## src/rtl/puls_sync_pkg.sv

```systemverilog
// puls_sync_pkg: shared constants and saturating counter helper for the pulse/handshake CDC receiver
package puls_sync_pkg;
   localparam int EDGE_RISE  = 0;
   localparam int EDGE_BOTH  = 1;
   localparam int NUM_FF_MIN = 2;
   localparam int NUM_FF_MAX = 4;

   function automatic logic [31:0] sat_cnt_next(
      input logic [31:0] cnt,
      input logic        inc,
      input logic        dec,
      input int unsigned width
   );
      logic [31:0] max;
      max = (32'd1 << width) - 32'd1;
      return (inc && !dec) ? ((cnt == max) ? cnt : cnt + 32'd1) :
             (dec && !inc) ? cnt - 32'd1 : cnt;
   endfunction
endpackage

```

## src/rtl/puls_sync_ch.sv

```systemverilog
// puls_sync_ch: one receiver channel (sync chain, edge detect, pending counter, overflow flag when PULS_HND_SHK_OVF_EN is defined)
module puls_sync_ch
   import puls_sync_pkg::*;
#(
   parameter int NUM_FF    = NUM_FF_MIN,
   parameter int EDGE_MODE = EDGE_RISE,
   parameter int CNT_W     = 3
) (
   input  logic             clk,
   input  logic             rst,
   input  logic             i_armed,
   input  logic             i_req,
   input  logic             i_evt_rdy,
   input  logic             i_ovf_clr,
   output logic             o_ack,
   output logic             o_evt_vld,
   output logic [CNT_W-1:0] o_pend_cnt,
   output logic             o_ovf
);
   logic [NUM_FF-1:0] sync_q, sync_d;
   logic              prev_q, prev_d;
   logic [CNT_W-1:0]  cnt_q, cnt_d;
   logic              s, evt, cons, drop;

   // Shift the request through the synchroniser, detect edges and compute the next pending count
   always_comb begin
      s      = sync_q[NUM_FF-1];
      sync_d = {sync_q[NUM_FF-2:0], i_req};
      prev_d = s;
      evt    = i_armed & ((EDGE_MODE == EDGE_BOTH) ? (s ^ prev_q) : (s & ~prev_q));
      cons   = (cnt_q != '0) & i_evt_rdy;
      drop   = evt & ~cons & (cnt_q == '1);
      cnt_d  = CNT_W'(sat_cnt_next(32'(cnt_q), evt, cons, CNT_W));
   end

   // Channel state registers
   always_ff @(posedge clk) begin
      if (rst) begin
         sync_q <= '0;
         prev_q <= 1'b0;
         cnt_q  <= '0;
      end else begin
         sync_q <= sync_d;
         prev_q <= prev_d;
         cnt_q  <= cnt_d;
      end
   end

   assign o_ack      = s;
   assign o_evt_vld  = cnt_q != '0;
   assign o_pend_cnt = cnt_q;

`ifdef PULS_HND_SHK_OVF_EN
   logic ovf_q, ovf_d;

   // Sticky overflow: a dropped event wins over a simultaneous clear
   always_comb begin
      ovf_d = drop | (ovf_q & ~i_ovf_clr);
   end

   // Overflow flag register
   always_ff @(posedge clk) begin
      if (rst) ovf_q <= 1'b0;
      else     ovf_q <= ovf_d;
   end

   assign o_ovf = ovf_q;
`else
   logic unused_ovf;
   assign unused_ovf = drop ^ i_ovf_clr;
   assign o_ovf      = 1'b0;
`endif
endmodule

```

## src/rtl/puls_hnd_shk_rx_mc.sv

```systemverilog
// puls_hnd_shk_rx_mc: multi-channel pulse/handshake CDC receiver; overflow flags enabled by PULS_HND_SHK_OVF_EN
module puls_hnd_shk_rx_mc
   import puls_sync_pkg::*;
#(
   parameter int NUM_CH    = 4,
   parameter int NUM_FF    = 2,
   parameter int EDGE_MODE = EDGE_RISE,
   parameter int CNT_W     = 3
) (
   input  logic                    clk,
   input  logic                    rst,
   input  logic [NUM_CH-1:0]       i_req,
   output logic [NUM_CH-1:0]       o_ack,
   output logic [NUM_CH-1:0]       o_evt_vld,
   input  logic [NUM_CH-1:0]       i_evt_rdy,
   output logic [NUM_CH*CNT_W-1:0] o_pend_cnt,
   output logic [NUM_CH-1:0]       o_ovf,
   input  logic [NUM_CH-1:0]       i_ovf_clr,
   output logic                    o_armed
);
   localparam int NFF   = (NUM_FF < NUM_FF_MIN) ? NUM_FF_MIN : (NUM_FF > NUM_FF_MAX) ? NUM_FF_MAX : NUM_FF;
   localparam int ARM_W = $clog2(NUM_FF_MAX + 1);

   logic [ARM_W-1:0] arm_cnt_q, arm_cnt_d;
   logic             armed_q, armed_d;

   // Arm after the sync chain and history flop have flushed their reset values (NFF+1 cycles)
   always_comb begin
      arm_cnt_d = armed_q ? arm_cnt_q : arm_cnt_q + ARM_W'(1);
      armed_d   = armed_q | (arm_cnt_q == ARM_W'(NFF));
   end

   // Arm counter registers
   always_ff @(posedge clk) begin
      if (rst) begin
         arm_cnt_q <= '0;
         armed_q   <= 1'b0;
      end else begin
         arm_cnt_q <= arm_cnt_d;
         armed_q   <= armed_d;
      end
   end

   assign o_armed = armed_q;

   for (genvar c = 0; c < NUM_CH; c++) begin : g_ch
      puls_sync_ch #(
         .NUM_FF   (NFF),
         .EDGE_MODE(EDGE_MODE),
         .CNT_W    (CNT_W)
      ) u_ch (
         .clk       (clk),
         .rst       (rst),
         .i_armed   (armed_q),
         .i_req     (i_req[c]),
         .i_evt_rdy (i_evt_rdy[c]),
         .i_ovf_clr (i_ovf_clr[c]),
         .o_ack     (o_ack[c]),
         .o_evt_vld (o_evt_vld[c]),
         .o_pend_cnt(o_pend_cnt[c*CNT_W +: CNT_W]),
         .o_ovf     (o_ovf[c])
      );
   end
endmodule

```

## config.mk

```make
export PLATFORM = sky130hd
export DESIGN_NAME = puls_hnd_shk_rx_mc
export DESIGN_NICKNAME = d
export VERILOG_FILES = /design/src/rtl/puls_sync_pkg.sv /design/src/rtl/puls_sync_ch.sv /design/src/rtl/puls_hnd_shk_rx_mc.sv
export SDC_FILE = /design/constraint.sdc
export NUM_CORES = 1
export LEC_CHECK = 0
export BUFFER_PORTS_ARGS = -buffer_cell sky130_fd_sc_hd__buf_2
export CAP_MARGIN = 40
export CORE_AREA = 10 10 63 65
export DETAILED_ROUTE_END_ITERATION = 6
export DIE_AREA = 0 0 73 75
export PLACE_DENSITY = 0.81
export RECOVER_POWER = 25
export SLEW_MARGIN = 10
export SYNTH_ARGS = -nofsm -noshare
export SYNTH_HDL_FRONTEND = slang
export SYNTH_SLANG_ARGS = --single-unit
```

## constraint.sdc

```tcl
create_clock -name clk -period 5.1 [get_ports clk]
set_input_delay 0.255 -clock clk [delete_from_list [all_inputs] [get_ports clk]]
set_output_delay 0.255 -clock clk [all_outputs]
set_load 0.05 [all_outputs]
```

# Word-level counts from Yosys, hierarchy flattened
# Index checks and enable logic that the tools add are counted.
[word_totals]
input_bits = 14
elab_cells = 89
ff_bits = 28
[classes]
eq_ne = 9
bitwise_logic = 17
reduce_logical = 28
muxes = 12
n_addsub = 9
[op_table]
columns = ["cell", "n"]
rows = [
  ["$mux W3", 12],
  ["$add A3 B1 Y3 const B", 5],
  ["$and A1 B1 Y1", 12],
  ["$eq A3 B3 Y1 const B", 4],
  ["$reduce_bool A3 Y1", 4],
  ["$sub A3 B1 Y3 const B", 4],
  ["$logic_and A1 B1 Y1", 8],
  ["$logic_not A1 Y1", 8],
  ["$ne A2 B2 Y1 const B", 4],
  ["$reduce_and A2 Y1", 4],
  ["$reduce_bool A2 Y1", 4],
  ["$not A1 Y1", 4],
  ["$eq A3 B2 Y1 const B", 1],
  ["$or A1 B1 Y1", 1],
]

# Depth between registers and ports, before layout
# Gate-level depths: netlist of the first run.
[logic_depth]
word_depth = 7
mapped_depth = 7
mapped_depth_nobuf = 6

# By module
# Synthesis of the first run repeated with hierarchy kept, for this count alone.
[unflattened]
hier_cells = 142
hier_area_um2 = 1427.6
[modules_own_cells]
columns = ["module", "seq_area_each_um2", "area_each_um2", "n_inst", "cells_each"]
rows = [
  ["puls_sync_ch", 120.1, 311.5, 4, 31],
  ["puls_hnd_shk_rx_mc", 80.1, 181.4, 1, 18],
]

# Least setup slack after synthesis of the first run
# OpenSTA, ideal clock, no wires.
[synth_timing]
path_kind = "register to register"
startpoint = "reg armed_q, in the netlist o_armed"
endpoint = "reg g_ch[3].u_ch.cnt_q[2]"
arrival_time_ns = 2.118
period_less_slack_ns = 2.239
path_buffers = 1
t_required_ns = 4.979
setup_slack_ns = 2.861
path_stages_with_launch = 8
cell_sequence = "dfxtp_1 > buf_2 > and3b_1 > nand2_1 > fa_1 > nor3_1 > a21oi_2 > mux2_4"
[synth_via]
elab_chain_cells = 5
elab_cells_between_ends = 8
[synth_lines]
columns = ["element", "line_no", "source"]
rows = [
  ["from (decl)", "puls_hnd_shk_rx_mc.sv:25", "logic armed_q, armed_d;"],
  ["from (signal assigned)", "puls_hnd_shk_rx_mc.sv:40", "armed_q <= armed_d;"],
  ["$and A1 B1 Y1 (*)", "puls_sync_ch.sv:30", "evt = i_armed & ((EDGE_MODE == EDGE_BOTH) ? (s ^ prev_q) : (s & ~prev_q));"],
  ["$logic_not A1 Y1", "puls_sync_pkg.sv:17", "(dec && !inc) ? cnt - 32'd1 : cnt;"],
  ["$logic_and A1 B1 Y1", "puls_sync_pkg.sv:17", ""],
  ["$reduce_bool A2 Y1 (no source line)", "n/a", ""],
  ["$reduce_and A2 Y1 (no source line)", "n/a", ""],
  ["to (signal assigned)", "puls_sync_ch.sv:45", "cnt_q <= cnt_d;"],
  ["to (decl)", "puls_sync_ch.sv:22", "logic [CNT_W-1:0] cnt_q, cnt_d;"],
]
# Every way passes the cells marked *; elsewhere a longest branch is shown, timed or not.
# A chain may end at the register's enable or synchronous reset.

# Final worst setup path of the first run
# Ends and elaborated chain as after synthesis.

==> summary.md, run 1 <==
| Metric | Value |
|---|---|
| Finished Layout Cells | 203 |
| Die H | 75 µm |
| Worst Setup Start Kind | flop |
| CP max-delay cell | dfxtp_1 |
| CP peak stage delay | 540 ps |
| Synth area leaders | dfxtp_1, nor2b_1, buf_4 |
| 1st-iter DRT viols | 56 |
| Post-route ant nets | 0 |
| Setup bufs post-CTS | 0 |
| Final hold vios | 0 |
| MaxCap Viol Count | 0 |
| Drt wl/cell | 12.7 µm |
| Synth cell types | 28 |
| Root buf cell | clkbuf_4 |
| Max-slew violations | 0 |
| First-pass GRT wire length | 4510 µm |
| Gpl congestion | 0.672 |
| Vias in the first global route | 1076 |
| Setup ws final | 3070 ps |
| Sequential share of the synthesized area | 0.379 |
| Clk sinks | 28 |
| Yosys reg bits | 28 |
| Rows | 19 |
| Post-Route WL | 2590 µm |
| Die span in x | 73 µm |
| Area leader, netlist | dfxtp_1 |
| DPL Wire Length | 2000 µm |
| Worst skew pair latency | 320 ps |
| Total iterations of the first detailed-routing run | 4 |
| CP required | 5330 ps |
| Placed cell count | 199 |
| Die ar. | 5480 µm² |
| Final Skew | 2.23 ps |
| Gate count of the mapped netlist | 152 |
| CP Max Fanout | 10 |
| Share of cells above drive strength 1 | 0.297 |
| Fin Setup TNS | 0 ps |
| Final worst-path cycle share | 0.398 |
| Total gr overflow | 0 |
| DRC Markers | 0 |
| Worst Tran Pin Value | 1460 ps |
| Main synth FF type | dfxtp_1 |
| CP delay by family, top | simple AND/OR/NAND/NOR gates |
| Clock H-tree levels | 1 |
| Status | finished, final reports clean |
| GRT Total Usage | 0.0977 |
| Cells on worst reg2reg path | 6 |
| Initial Util | 0.546 |
| Hold Path Depth | 2 |
| Yosys top cell area share | 0.379 |
| Syn. warnings | 0 |
| CTS buffer count | 3 |
| CTS clock-pin slew for the worst setup and hold paths | 140 ps |
| PortBufs | 30 |
| Initial antenna violation count | 0 |
| Diode count | 0 |
| Worst EP arrival | 2260 ps |
| Post-synth EDFFs | 0 |
| Clk buf depth | 2 |
| Max transition margin | 0.0283 |
| Post_cts resized | 0 |
| Min cycle time layout | 2030 ps |
| Placed Area | 1570 µm² |
| Final setup viols | 0 |
| CTS Hold Buffers Added | 0 |
| CP Cell Sequence | and3b_1, nand2_1, fa_1, nor3_1, a21oi_2, mux2_4 |
| Top Ports | 39 |
| Core area | 2710 µm² |
| Critical path buffers and inverters | 0 |
| Class of the most critical hold timing path | in -> reg |
| Final nets | 193 |
| Ys async rst share | 0 |
| Area Overhead vs Synth | 8.45% |
| Unrepaired setup endpoints after global routing | false |
| CTS tree | yes |
| Final Cell Area | 1610 µm² |
| Fmax | 493 MHz |
| Pin count of the biggest net entering global routing | 37 |
| CP Depth | 6 |
| Crit Path Class | reg -> reg |
| CP Capture Type | flop |
| Setup Slack @ Placement | 3060 ps |
| Cell area after synthesis | 1480 µm² |
| DR vias | 1051 |
| Syn_area_per_cell | 9.74 µm² |
| Routed vias/inst | 5.18 |
==> state kept, by name, summed over array words and instances, names as in the netlist <==
signal	cells
g_ch.u_ch.sync_q	8
o_armed	1
arm_cnt_q	3
g_ch.u_ch.prev_q	4
g_ch.u_ch.o_pend_cnt	12
==> cell families after synthesis <==
kind of cell,count (synthesis),share of synthesized area
AOI/OAI and AO/OA,20,0.129
xor gates and xnor gates,2,0.0118
adders and majority gates,6,0.0710
buffers and inverters,22,0.0871
DFF,28,0.379
muxes,5,0.0473
other,1,0.00253
and+or+nand+nor,68,0.272
==> layout make-up <==
type | instances | area (µm²)
Multi-Input combinational cell | 105 | 802
Timing Repair Buffer | 30 | 149
Fill cell | 244 | 1100
Inverter | 5 | 18.8
Clock buffer | 4 | 36.3
Tap cell | 31 | 38.8
Sequential cell | 28 | 561
==> cell usage after synthesis (5+ instances only) <==
cell type / n
buf_4: 12
dfxtp_1: 28
o21ai_0: 7
nor3_1: 8
inv_1: 5
nor2b_1: 20
nor2_1: 14
==> per-layer routing <==
metal,wire length (µm),vias up,GRT usage
li1,-,540,-
met1,1140,483,0.105
met2,1220,26,0.176
met3,223,2,0.0368
met4,7,0,0.0253
met5,0,-,0
==> stage by stage <==
step | hold slack, ps | utilization
floorplan | 383 | -
global placement | 418 | 0.579
detailed placement | 425 | 0.579
CTS | 120 | 0.593
global route | 112 | 0.592
finish | 126 | 0.592
==> layout by cell type (no fill, tap or decap), drive strengths merged <==
cell / n
buf: 29
dfxtp: 28
nor2b: 20
nor2: 14
nor3: 8
o21ai: 7
a21oi: 6
inv: 5
clkbuf: 5
o31ai: 4
and3b: 4
nand2: 4
nand3: 4
and3: 4
nor3b: 4
mux2: 4
fa: 4
conb: 4
or3: 4
o41ai: 3
nand2b: 2
ha: 2
xor2: 1
xnor2: 1
mux2i: 1
==> worst register-to-register path: cells and delay by family (launching register included) <==
| kind | cells | cell delay [ps] |
|---|---|---|
| adder cells (fa/ha/maj) | 1 | 420 |
| AND/OR/NAND/NOR | 3 | 620 |
| AO/OA/AOI/OAI | 1 | 60 |
| multiplexers | 1 | 290 |
| flip-flops | 1 | 540 |
==> worst paths after layout <==
check / from / to / slack (ps)
min reg2reg: g_ch[1].u_ch.sync_q[0]$_SDFF_PP0_ / g_ch[1].u_ch.sync_q[1]$_SDFF_PP0_ / 450
max reg2reg: o_armed$_SDFF_PP0_ / g_ch[3].u_ch.o_pend_cnt[2]$_SDFFE_PP0P_ / 3070
max: o_armed$_SDFF_PP0_ / g_ch[3].u_ch.o_pend_cnt[2]$_SDFFE_PP0P_ / 3070
min: i_req[0] / g_ch[0].u_ch.sync_q[0]$_SDFF_PP0_ / 130
Power of run 1 is not shown: default switching activity piles up to over one toggle a cycle in this logic, so the estimate is an artifact.
==> inputs of run 2 (changes only) <==
--- a/config.mk
+++ b/config.mk
@@ -5,12 +5,13 @@
 export SDC_FILE = /design/constraint.sdc
 export NUM_CORES = 1
 export LEC_CHECK = 0
+export ABC_AREA = 1
 export BUFFER_PORTS_ARGS = -buffer_cell sky130_fd_sc_hd__buf_2
 export CAP_MARGIN = 40
-export CORE_AREA = 10 10 63 65
+export CORE_AREA = 10 10 65 67
 export DETAILED_ROUTE_END_ITERATION = 6
-export DIE_AREA = 0 0 73 75
-export PLACE_DENSITY = 0.81
+export DIE_AREA = 0 0 75 77
+export PLACE_DENSITY = 0.76
 export RECOVER_POWER = 25
 export SLEW_MARGIN = 10
 export SYNTH_ARGS = -nofsm -noshare
==> constraint.sdc (replaced) <==
create_clock -name clk -period 1.9 [get_ports clk]
set_input_delay 0.095 -clock clk [delete_from_list [all_inputs] [get_ports clk]]
set_output_delay 0.095 -clock clk [all_outputs]
set_load 0.05 [all_outputs]
==> run 2 against run 1 <==
Core utilization down 2.5 points. Count of clock-buffer cells in the layout down 1. Final area up 5.3%. Sequential share of layout area down 1.5 points. Routed wire length up 11%. Synthesized cell count up 31%. Global-route usage up 0.92 points. Die area up 5.5%.
==> summary.md, run 2 <==
| Metric | Value |
|---|---|
| 1st-iter DRT viols | 49 |
| Max reg flops | 12 |
| Clk buf depth | 2 |
| Core area | 2980 µm² |
| Final worst-path cycle share | 0.910 |
| DRC Markers | 0 |
| RR Endpoint | g_ch[3].u_ch.o_pend_cnt[2]$_SDFFE_PP0P_ |
| DR vias | 1239 |
| Root buf cell | clkbuf_4 |
| Finished Layout Cells | 264 |
| Final setup viols | 0 |
| Commonest non-fill, non-tap cells in the layout | inv_1, buf_2, nor2_1, nand2_1, dfxtp_1 |
| Rows | 20 |
| Initial antenna violation count | 0 |
| Initial Util | 0.493 |
| Clock network power share | 0.074 |
| Top Ports | 39 |
| Worst skew pair latency | 320 ps |
| Psw | 0.00183 W |
| Drt wl/cell | 10.9 µm |
| Cells on worst reg2reg path | 11 |
| Sequential cell fraction of total power | 0.274 |
| PortBufs | 30 |
| Synth cell types | 21 |
| Fmax | 578 MHz |
| Top Layer Used | met4 |
| Post-synth top cells | inv_1, nand2_1, nor2_1 |
| Share of cells above drive strength 1 | 0.273 |
| Die ar. | 5780 µm² |
| Met3 WL | 123 µm |
| Max-slew violations | 0 |
| Unrepaired setup endpoints after global routing | false |
| Final nets | 253 |
| Clk sinks | 28 |
| CP most frequent cell | inv_1 |
| Post-synth EDFFs | 0 |
| Reg2Reg Setup Slack | 170 ps |
| Comb pwr share | 0.652 |
| Ys async rst share | 0 |
| Yosys top cell area share | 0.382 |
| Syn_area_per_cell | 7.38 µm² |
| DPL Wire Length | 2290 µm |
| CTS tree | yes |
| CP Cell Sequence | buf_4, nand2_1, nor2_2, inv_2, a21oi_2, inv_1, fa_1, inv_1, nand4_1, a21oi_1, nor2_1 |
| Total iterations of the first detailed-routing run | 4 |
| Worst EP arrival | 1970 ps |
| Placed Area | 1610 µm² |
| Area leader, netlist | dfxtp_1 |
| Pwr dens | 1920 nW/µm² |
| Hold Path Depth | 2 |
| Cell area after synthesis | 1470 µm² |
| Worst Setup Start Kind | flop |
| Post-Route WL | 2870 µm |
| Gpl congestion | 0.822 |
| Hold Startpoint | rst |
| CP required | 2140 ps |
| Critical path buffers and inverters | 4 |
| M1 WL | 1260 µm |
| Final hold vios | 0 |
| CP Capture Type | flop |
| Status | finished, final reports clean |
| Area Overhead vs Synth | 15.2% |
| Die H | 77 µm |
| Vias in the first global route | 1192 |
| MaxCap Viol Count | 0 |
| Clock H-tree levels | 1 |
| Diode count | 0 |
| Min cycle time layout | 1730 ps |
| Most common cell after layout, fill and taps aside | inv_1 |
| Main synth FF type | dfxtp_1 |
| Int Pwr | 0.00143 W |
| Switching share of power | 0.561 |
| Placed cell count | 256 |
| Sequential share of the synthesized area | 0.382 |
| Yosys reg bits | 28 |
| GRT Total Usage | 0.107 |
| Post-route ant nets | 0 |
| Die span in x | 75 µm |
| CP max-delay cell | dfxtp_4 |
| CP delay by family, top | flip-flops |
| Synth area leaders | dfxtp_1, inv_1, nand2_1 |
| Worst r2r src | o_armed$_SDFF_PP0_ |
| Syn. warnings | 0 |
| Routed vias/inst | 4.69 |
| Crit Path Class | reg -> reg |
| First-pass GRT wire length | 5080 µm |
| CP Max Fanout | 3 |
| Hold Path End | g_ch[3].u_ch.sync_q[0]$_SDFF_PP0_ |
| Max IR drop VDD | 1.17 mV |
| Class of the most critical hold timing path | in -> reg |
| Final Cell Area | 1690 µm² |
| CP peak stage delay | 380 ps |
| Count leader, synth | inv_1 |
| Met2 routed WL | 1440 µm |
| CTS buffer count | 3 |
| Total gr overflow | 0 |
| Fin Setup TNS | 0 ps |
| Pwr Total | 0.00325 W |
| Final Skew | 5.37 ps |
| Pin count of the biggest net entering global routing | 19 |
| Gate count of the mapped netlist | 199 |
| Static leakage | 0.807 nW |
| CTS clock-pin slew for the worst setup and hold paths | 140 ps |
==> run 2: cell type report <==
cell class	count	area [µm²]
Inverter	34	128
Multi-Input combinational cell	125	692
Fill cell	278	1290
Sequential cell	28	564
Clock buffer	3	22.5
Timing Repair Buffer	41	243
Tap cell	33	41.3
==> run 2: stage by stage <==
stage | hold slack [ps] | worst slack (ps) | util
2_1_floorplan | 202 | 32.8 | -
3_3_place_gp | 298 | 221 | 0.542
3_5_place_dp | 305 | 192 | 0.542
4_1_cts | 142 | 160 | 0.563
5_1_grt | 153 | 4.41 | 0.568
6_report | 142 | 171 | 0.568
==> run 2: kinds of logic (layout without fill, tap and decap cells) <==
logic type               Yosys count  in the layout  synth area share
flip-flops                        28             28             0.382
AND/OR/NAND/NOR                   94             94             0.285
adder cells (fa/ha/maj)            6              6            0.0716
other                              1              4           0.00256
buffers and inverters             49             78             0.158
AO/OA/AOI/OAI                     21             21             0.101
==> run 2: worst max-delay path by stage <==
stage	end	start	cells past startpoint
final	g_ch[3].u_ch.o_pend_cnt[2]$_SDFFE_PP0P_	o_armed$_SDFF_PP0_	11
after detailed placement	g_ch[2].u_ch.o_pend_cnt[2]$_SDFFE_PP0P_	o_armed$_SDFF_PP0_	10
after global placement	g_ch[0].u_ch.o_pend_cnt[2]$_SDFFE_PP0P_	g_ch[0].u_ch.o_pend_cnt[0]$_SDFFE_PP0P_	9
after floorplan	g_ch[3].u_ch.o_pend_cnt[2]$_SDFFE_PP0P_	g_ch[3].u_ch.o_pend_cnt[0]$_SDFFE_PP0P_	9
after global routing	g_ch[2].u_ch.o_pend_cnt[2]$_SDFFE_PP0P_	g_ch[2].u_ch.o_pend_cnt[1]$_SDFFE_PP0P_	10
after CTS	g_ch[2].u_ch.o_pend_cnt[2]$_SDFFE_PP0P_	o_armed$_SDFF_PP0_	10
==> run 2: what timing repair did <==
| item | in CTS | in global routing |
|---|---|---|
| endpoints found under the hold margin | 4 | 0 |
| buffers inserted | 0 | 1 |
| setup endpoints to repair | 0 | 2 |
| hold buffers | 4 | 0 |
| resized for setup | 0 | 3 |
==> run 2: metal layers <==
layer | track usage | up-vias
met3 | 0.0257 | 4
li1 | - | 669
met4 | 0.0398 | 0
met5 | 0 | -
met1 | 0.121 | 541
met2 | 0.185 | 25
==> run 2: power groups by stage <==
stage | Combinational [W] | Clock, W | Sequential, W
after floorplan | 0.00127 | 0 | 0.00136
after global placement | 0.00208 | 0 | 0.000901
after detailed placement | 0.00212 | 0 | 0.000904
after CTS | 0.00213 | 0.000251 | 0.000891
after global routing | 0.00235 | 0.000268 | 0.000920
final | 0.00212 | 0.000241 | 0.000892
==> run 2: worst reg2reg max path, delay by kind of cell (launching register included) <==
family	cells	cell delay, ps
flip-flops	1	380
adder cells (fa/ha/maj)	1	380
AND/OR/NAND/NOR	4	330
buffers and inverters	4	290
AO/OA/AOI/OAI	2	270
Power figures use the tool's default switching activity.
==> inputs of run 3 (changes only) <==
==> constraint.sdc (replaced) <==
create_clock -name clk -period 1.9 [get_ports clk]
set_input_delay 0.38 -clock clk [delete_from_list [all_inputs] [get_ports clk]]
set_output_delay 0.38 -clock clk [all_outputs]
set_load 0.05 [all_outputs]
==> run 3 against run 2 <==
Die area did not move. Worst setup slack got worse by 13 ps. First-iteration DRC count rose by 6.1%. Clock power rose by 20%. Hold slack improved by 98 ps. Clock skew barely moved. Critical endpoint is now o_evt_vld[3]. Register-to-register slack barely moved. Power rose by 0.14%. Non-clock buffer count fell by 4.
==> summary.md, run 3 (synthesis results as in run 2) <==
| Metric | Value |
|---|---|
| Pwr Total | 0.00326 W |
| CP delay by family, top | buffers and inverters |
| Global routing's busiest layer | met2 |
| Post-Route WL | 2750 µm |
| Register area | 562 µm² |
| Met2 GRT Util | 0.165 |
| Worst Tran Pin Value | 832 ps |
| Min cycle time layout | 1740 ps |
| Most common cell after layout, fill and taps aside | inv_1 |
| Gpl congestion | 0.828 |
| Rows | 20 |
| Max-slew violations | 0 |
| Total gr overflow | 0 |
| Filler cell count | 290 |
| MaxCap Viol Count | 0 |
| Clock H-tree levels | 1 |
| Pin count of the biggest net entering global routing | 18 |
| Worst skew pair latency | 320 ps |
| DPL Wire Length | 2210 µm |
| Final nets | 249 |
| CP max-delay cell | dfxtp_1 |
| GRT Total Usage | 0.0979 |
| Static leakage | 0.790 nW |
| DRC Markers | 0 |
| Total iterations of the first detailed-routing run | 4 |
| 1st-iter DRT viols | 52 |
| Post-route ant nets | 0 |
| Final setup viols | 0 |
| Class of the most critical hold timing path | in -> reg |
| First-pass GRT wire length | 4700 µm |
| Vias in the first global route | 1138 |
| Worst Setup Start Kind | flop |
| Setup ws final | 158 ps |
| Commonest non-fill, non-tap cells in the layout | inv_1, nor2_1, nand2_1, buf_2, dfxtp_1 |
| Core area | 2980 µm² |
| CP Cell Sequence | inv_1, nand3_1, buf_4, buf_2 |
| Routed vias/inst | 4.71 |
| DR vias | 1230 |
| Final worst-path cycle share | 0.917 |
| Post_cts resized | 0 |
| Setup bufs post-CTS | 0 |
| Fmax | 574 MHz |
| Die ar. | 5780 µm² |
| Diode count | 0 |
| Share of cells above drive strength 1 | 0.263 |
| Worst EP arrival | 1360 ps |
| Drt wl/cell | 10.5 µm |
| Initial Util | 0.493 |
| Hold slack | 240 ps |
| CP peak stage delay | 430 ps |
| Max reg flops | 12 |
| Die H | 77 µm |
| Placed Area | 1620 µm² |
| Multi-input combinational cell area | 687 µm² |
| Max transition margin | 0.445 |
| Max IR drop VDD | 1.04 mV |
| Met3 Use GR | 0.0270 |
| Final Skew | 4.93 ps |
| CP required | 1520 ps |
| Fin Setup TNS | 0 ps |
| Clk sinks | 28 |
| CP Capture Type | primary output |
| Clk buf depth | 2 |
| CTS Hold Buffers Added | 0 |
| Status | finished, final reports clean |
| Initial antenna violation count | 0 |
| Top Ports | 39 |
| Root buf cell | clkbuf_4 |
| Final hold vios | 0 |
| Unrepaired setup endpoints after global routing | false |
| Die span in x | 75 µm |
| GR Util met1 | 0.113 |
| Setup Slack @ Placement | 204 ps |
| Critical path buffers and inverters | 3 |
| PortBufs | 30 |
| CTS buffer count | 3 |
| CP Max Fanout | 4 |
| Pwr dens | 1970 nW/µm² |
| CTS tree | yes |
| Final Cell Area | 1650 µm² |
| Crit Path Class | reg -> out |
| CTS clock-pin slew for the worst setup and hold paths | 150 ps |
| Area Overhead vs Synth | 12.5% |
[run 3: cell types whose count changed in the layout (fill, tap and decap cells not counted), sizes merged]
cell and delta:
dlygate4sd3 -4, clkbuf +3, buf -2
[run 3: tightest hold or removal path, delay by kind of cell]
kind                   cells  cell delay [ps]
AND/OR/NAND/NOR            1               30
buffers and inverters      2              130
[run 3: area by class of cell]
class	instances	share of cell area
Tap cell	33	0.0250
Clock buffer	4	0.0220
Timing Repair Buffer	37	0.120
Inverter	34	0.0773
Multi-Input combinational cell	125	0.416
Sequential cell	28	0.340
[run 3: path summary, 6_finish.rpt]
kind | from | end | slack, ps | cells past startpoint
worst max-delay path | g_ch[3].u_ch.o_pend_cnt[0]$_SDFFE_PP0P_ | o_evt_vld[3] | 160 | 4
worst min-delay path | i_req[1] | g_ch[1].u_ch.sync_q[0]$_SDFF_PP0_ | 240 | 3
worst max register to register | g_ch[0].u_ch.o_pend_cnt[0]$_SDFFE_PP0P_ | g_ch[0].u_ch.o_pend_cnt[2]$_SDFFE_PP0P_ | 180 | 9
worst min register to register | g_ch[2].u_ch.sync_q[0]$_SDFF_PP0_ | g_ch[2].u_ch.sync_q[1]$_SDFF_PP0_ | 410 | 2
[run 3: through the flow]
step	std cells	utilization
after floorplan	202	-
after global placement	257	0.544
after detailed placement	257	0.544
after CTS	261	0.556
after global routing	261	0.555
final	261	0.555
[run 3: power breakdown]
group / switching (W) / internal, W / leakage [nW] / total, W
sequential: 0.000141 / 0.000748 / 0.231 / 0.000889
combinational: 0.00150 / 0.000580 / 0.539 / 0.00208
clock: 0.000171 / 0.000117 / 0.0210 / 0.000288
total: 0.00181 / 0.00144 / 0.790 / 0.00326
[run 3: per-layer routing]
metal | wire [µm] | share of wire | up-vias
met5 | 0 | 0 | -
met3 | 126 | 0.046 | 2
met2 | 1340 | 0.49 | 23
li1 | - | - | 662
met1 | 1260 | 0.46 | 543
met4 | 29 | 0.011 | 0
